`config.mk`:
```
export PLATFORM = sky130hd
export DESIGN_NAME = fsk_frame_builder
export DESIGN_NICKNAME = d
export VERILOG_FILES = /design/src/rtl/fsk_frame_builder.sv
export SDC_FILE = /design/constraint.sdc
export NUM_CORES = 1
export LEC_CHECK = 0
export CAP_MARGIN = 15
export CORE_MARGIN = 2
export CORE_UTILIZATION = 66
export CTS_BUF_LIST = sky130_fd_sc_hd__clkbuf_8 sky130_fd_sc_hd__clkbuf_16
export DETAILED_ROUTE_END_ITERATION = 8
export GPL_TIMING_DRIVEN = 0
export PLACE_DENSITY = 0.85
export SETUP_SLACK_MARGIN = 0.5
export SLEW_MARGIN = 10
export SYNTH_ARGS = -nofsm -noshare
export SYNTH_HDL_FRONTEND = slang
export SYNTH_SLANG_ARGS = --single-unit
```
`constraint.sdc`:
```
create_clock -name clk -period 3.8 [get_ports clk]
set_input_delay 0.38 -clock clk [delete_from_list [all_inputs] [get_ports clk]]
set_output_delay 0.38 -clock clk [all_outputs]
set_load 0.03 [all_outputs]
```
`src/rtl/fsk_frame_builder.sv`:
```
// Framing stage ahead of the FSK byte modulator: buffers payload bytes, then emits
// preamble, sync, length, payload and checksum over a hold-until-reload byte slot.
module fsk_frame_builder #(
  parameter int         FIFO_DEPTH    = 16,
  parameter int         PREAMBLE_LEN  = 2,
  parameter logic [7:0] PREAMBLE_BYTE = 8'h55,
  parameter logic [7:0] SYNC_BYTE     = 8'h7E
) (
  input  logic       clk,
  input  logic       rst,
  input  logic [7:0] in_data,
  input  logic       in_valid,
  input  logic       in_last,
  output logic       in_ready,
  output logic [7:0] out_data,
  output logic       out_valid,
  input  logic       out_ready,
  output logic       busy,
  output logic       frame_done
);

  localparam int PTR_W = (FIFO_DEPTH > 1) ? $clog2(FIFO_DEPTH) : 1;
  localparam int CNT_W = $clog2(FIFO_DEPTH) + 1;
  localparam int PRE_W = $clog2(PREAMBLE_LEN + 1);

  localparam logic [CNT_W-1:0] DEPTH_M1 = CNT_W'(FIFO_DEPTH - 1);
  localparam logic [CNT_W-1:0] CNT_ONE  = CNT_W'(1);
  localparam logic [PRE_W-1:0] PRE_LAST = PRE_W'(PREAMBLE_LEN - 1);

  typedef enum logic [2:0] {
    S_COLLECT,
    S_PRE,
    S_SYNC,
    S_LEN,
    S_PAY,
    S_CSUM
  } state_t;

  state_t           r_state;
  state_t           w_state_nxt;

  logic [7:0]       r_mem [FIFO_DEPTH];
  logic [PTR_W-1:0] r_wr_ptr;
  logic [PTR_W-1:0] r_rd_ptr;
  logic [CNT_W-1:0] r_count;
  logic [7:0]       r_sum;
  logic [PRE_W-1:0] r_pre_cnt;
  logic             r_in_ready;
  logic [7:0]       r_out_data;
  logic             r_out_valid;
  logic             r_frame_done;

  logic             w_wr;
  logic             w_close;
  logic             w_load;
  logic             w_xfer;
  logic [7:0]       w_len;
  logic [7:0]       w_cur_byte;

  // Two's complement so that length + payload + checksum sums to zero mod 256.
  function automatic logic [7:0] f_csum(input logic [7:0] sum);
    return (~sum) + 8'd1;
  endfunction

  assign w_wr    = in_valid & r_in_ready & (r_state == S_COLLECT);
  assign w_close = w_wr & (in_last | (r_count == DEPTH_M1));
  assign w_load  = (r_state != S_COLLECT) & ~r_out_valid & out_ready;
  assign w_xfer  = r_out_valid & out_ready;
  assign w_len   = 8'(r_count);

  always_comb begin
    w_cur_byte = 8'h00;
    case (r_state)
      S_PRE:   w_cur_byte = PREAMBLE_BYTE;
      S_SYNC:  w_cur_byte = SYNC_BYTE;
      S_LEN:   w_cur_byte = w_len;
      S_PAY:   w_cur_byte = r_mem[r_rd_ptr];
      S_CSUM:  w_cur_byte = f_csum(r_sum);
      default: w_cur_byte = 8'h00;
    endcase
  end

  always_comb begin
    w_state_nxt = r_state;
    case (r_state)
      S_COLLECT: if (w_close) w_state_nxt = S_PRE;
      S_PRE:     if (w_xfer && (r_pre_cnt == PRE_LAST)) w_state_nxt = S_SYNC;
      S_SYNC:    if (w_xfer) w_state_nxt = S_LEN;
      S_LEN:     if (w_xfer) w_state_nxt = S_PAY;
      S_PAY:     if (w_xfer && (r_count == CNT_ONE)) w_state_nxt = S_CSUM;
      S_CSUM:    if (w_xfer) w_state_nxt = S_COLLECT;
      default:   w_state_nxt = S_COLLECT;
    endcase
  end

  always_ff @(posedge clk) begin
    if (rst) begin
      r_state      <= S_COLLECT;
      r_wr_ptr     <= '0;
      r_rd_ptr     <= '0;
      r_count      <= '0;
      r_sum        <= 8'h00;
      r_pre_cnt    <= '0;
      r_in_ready   <= 1'b0;
      r_out_data   <= 8'h00;
      r_out_valid  <= 1'b0;
      r_frame_done <= 1'b0;
    end else begin
      r_state      <= w_state_nxt;
      // Based on the current state so in_ready stays low through the frame_done cycle.
      r_in_ready   <= (r_state == S_COLLECT) & ~w_close;
      r_frame_done <= w_xfer & (r_state == S_CSUM);

      if (w_wr) begin
        r_wr_ptr <= r_wr_ptr + 1'b1;
        r_count  <= r_count + 1'b1;
        r_sum    <= r_sum + in_data;
      end

      if (w_load) begin
        r_out_data  <= w_cur_byte;
        r_out_valid <= 1'b1;
      end else if (w_xfer) begin
        r_out_valid <= 1'b0;
      end

      if (w_xfer) begin
        case (r_state)
          S_PRE:  r_pre_cnt <= (r_pre_cnt == PRE_LAST) ? '0 : r_pre_cnt + 1'b1;
          // Fold the length byte into the sum once it has gone out.
          S_LEN:  r_sum <= r_sum + w_len;
          S_PAY: begin
            r_rd_ptr <= r_rd_ptr + 1'b1;
            r_count  <= r_count - 1'b1;
          end
          S_CSUM: begin
            r_wr_ptr <= '0;
            r_rd_ptr <= '0;
            r_count  <= '0;
            r_sum    <= 8'h00;
          end
          default: ;
        endcase
      end
    end
  end

  always_ff @(posedge clk) begin
    if (w_wr) r_mem[r_wr_ptr] <= in_data;
  end

  assign in_ready   = r_in_ready;
  assign out_data   = r_out_data;
  assign out_valid  = r_out_valid;
  assign busy       = (r_state != S_COLLECT);
  assign frame_done = r_frame_done;

endmodule
```
==> results.md <==
* Setup Buffers After CTS at 0
* Max_slew headroom at 0.548
* Minimum clock period at 2.97 ns
* Fmax at 0.337 GHz
* Status: finished, final reports clean
* CTS sink cnt at 169
* CORE AREA at 11400 sq um
* Fraction of registers with async set/reset at 0
* Row count at 39
* Dpl hpwl at 11.9 mm
* Slew at the pin closest to its max-slew limit at 0.676 ns
* Post-synthesis instance area at 7690 sq um
* Root cell of the clock tree: clkbuf_16
* Clock transition at path regs at 0.07 ns
* Total Routed Length at 18.2 mm
* Ant. Diodes at 0
* CP Data Required Time at 3.87 ns
* Gr usage total at 0.303
* # setup viols final at 0
* Cells after Synth at 550
* Fin Setup TNS at 0 ns
* Synthesized net count at 588
* CTS resizes at 0
* Antenna violations before repair at 0
* Layout area overhead at 12.9%
* Leak pwr at 2.95 nW
* Die Wd at 112 um
* Initial core utilization at 0.674
* Area share of the largest cell type after synthesis at 0.500
* Worst slack at placement at 0.454 ns
* CTS Hold Bufs at 0
* Count of cell types in the netlist at 57
* Number of enable flip-flop cells after synthesis at 128
* # IOs at 25
* Worst hold path cell count at 2
* Worst EP arrival at 3.04 ns
* WL/cell at 24.4 um
* Slew Viols, Final at 0
* Die area at 12500 sq um
* Post-layout nets at 631
* Most frequent cells in the layout: edfxtp_1, nor2_1, dfxtp_1, nand2_1, a21oi_1
* Seq/Total Area, Yosys at 0.606
* Remaining antenna violation count after routing at 0
* Iteration-0 DRC Markers at 701
* Power Dens Cells at 458 nW/um^2
* Top FF cell, synth: edfxtp_1
* Inserted Clock Buffers at 17
* Max-cap violation count at 0
* Kind of critical path: reg2reg
* Syn_area_per_cell at 14.0 sq um
* RSZ-0062 raised after global routing: no
* Yosys warnings at 0
* Synth area leaders: edfxtp_1, dfxtp_1, mux4_1
* Fill count at 671
* Period utilization at 0.781
* Max Root-Sink Buffers at 2
* CP startpoint kind: flip-flop
* Vias in the first global route at 5017
* Via-to-Cell Ratio at 6.81
* Die height at 112 um
* FF+latch count, synth at 169
* HP Class: reg2reg
* Clock tree from TritonCTS: yes
* Share of cells above drive strength 1 at 0.102
* DRT Pass-1 Iters at 5
* Worst R2R Path Depth at 6
* Most common cell after layout, fill and taps aside: edfxtp_1
* I/O Buffers at 24
* Max VDD drop at 0.368 mV
* Clock latency on the worst-skew pair at 0.44 ns
* Critical path capture point type: flip-flop
* H-tree depth at 4
* CP Max Fanout at 10
* Maximum number of pins on one net before global-route repair at 19
* DR vias at 5104
* Overflow after GRT at 0
* Final Hold Vio Count at 0
* DR DRC count at 0
* First-pass GRT wire length at 27.8 mm
* Leading area contributor after synthesis: edfxtp_1
* Setup WS post-layout at 0.834 ns
* Post-route clock skew at 0.00909 ns
* Placer Congestion at 0.962
==> cells by family (layout without fill, tap and decap cells) <==
kind of cell / after synthesis / after routing / synth area share
AO/OA/AOI/OAI: 97 / 97 / 0.0817
multiplexers: 47 / 47 / 0.125
adder cells (fa/ha/maj): 25 / 25 / 0.0426
XOR/XNOR: 17 / 17 / 0.0194
buffers and inverters: 38 / 94 / 0.0247
flip-flops: 169 / 169 / 0.606
AND/OR/NAND/NOR: 157 / 157 / 0.100
==> cell usage after synthesis (4+ instances only) <==
cell / number
nand2b_1: 9
a22o_1: 5
ha_1: 23
nor2_1: 43
mux2i_1: 13
nor3_1: 18
xnor2_1: 8
and4_1: 4
edfxtp_1: 128
o21ai_0: 22
and2_1: 15
or3_1: 4
clkbuf_1: 15
xor2_1: 9
inv_1: 14
dfxtp_1: 41
mux4_1: 18
nand2_1: 36
a211oi_1: 6
mux4_2: 16
buf_2: 6
a21oi_1: 31
nand3_1: 10
and3_1: 6
==> worst max-delay path, stage by stage (launching register included) <==
cell	delay [ns]
dfxtp_1	0.31
clkbuf_1	0.21
nor3_1	0.44
nand3_1	0.36
clkbuf_1	0.35
nor3_1	0.39
and2_1	0.54
==> flip-flops by register name, indices dropped and copies added (netlist names), named ones only <==
signal and count:
out_data 8, out_valid 1, r_mem 128, r_count 5, r_wr_ptr 4, frame_done 1, in_ready 1, r_state 3
r_pre_cnt 2, r_sum 8, r_rd_ptr 4
==> layout make-up <==
| type | count | area [sq um] | share of cell area |
|---|---|---|---|
| repair buffers | 24 | 240 | 0.0276 |
| clock inverters | 15 | 151 | 0.0174 |
| flip-flops and latches | 169 | 4660 | 0.537 |
| inverters | 14 | 52.6 | 0.00605 |
| multi-input cells | 343 | 2840 | 0.327 |
| clock buffers | 17 | 425 | 0.0490 |
| well taps | 143 | 179 | 0.0206 |
| plain buffers | 24 | 138 | 0.0158 |
==> routing by layer <==
metal | vias to the layer above | wire length [um] | global-route usage
met5 | - | 0 | 0
met4 | 0 | 698 | 0.152
met3 | 66 | 1830 | 0.0811
met2 | 326 | 8800 | 0.488
met1 | 2493 | 6910 | 0.386
li1 | 2219 | - | -
==> report_power, final <==
| part | switching, mW | total, mW | internal (mW) |
|---|---|---|---|
| registers | 0.0330 | 2.04 | 2.01 |
| clock network | 0.790 | 1.66 | 0.873 |
| logic | 0.168 | 0.274 | 0.106 |
==> per-stage QoR <==
stage | total power, mW | util | area [sq um] | hold WS (ns) | cells
after floorplan | 2.24 | - | 7690 | 0.422 | 550
after global placement | 2.33 | 0.710 | 8110 | 0.431 | 717
after detailed placement | 2.34 | 0.710 | 8110 | 0.442 | 717
after CTS | 3.98 | 0.761 | 8690 | 0.454 | 749
after global routing | 4.08 | 0.761 | 8690 | 0.469 | 749
final | 3.98 | 0.761 | 8690 | 0.453 | 749
==> path summary, 6_finish.rpt <==
check | slack [ns] | to | start
setup reg to reg | 0.83 | r_mem[1][1]$_DFFE_PP_ | r_state[2]$_SDFFE_PP0P_
hold reg to reg | 0.45 | r_pre_cnt[1]$_SDFFE_PP0P_ | r_pre_cnt[1]$_SDFFE_PP0P_
hold / removal | 0.45 | r_pre_cnt[1]$_SDFFE_PP0P_ | r_pre_cnt[1]$_SDFFE_PP0P_
setup / recovery | 0.83 | r_mem[1][1]$_DFFE_PP_ | r_state[2]$_SDFFE_PP0P_
No activity file was read; power rests on OpenSTA's default activity.
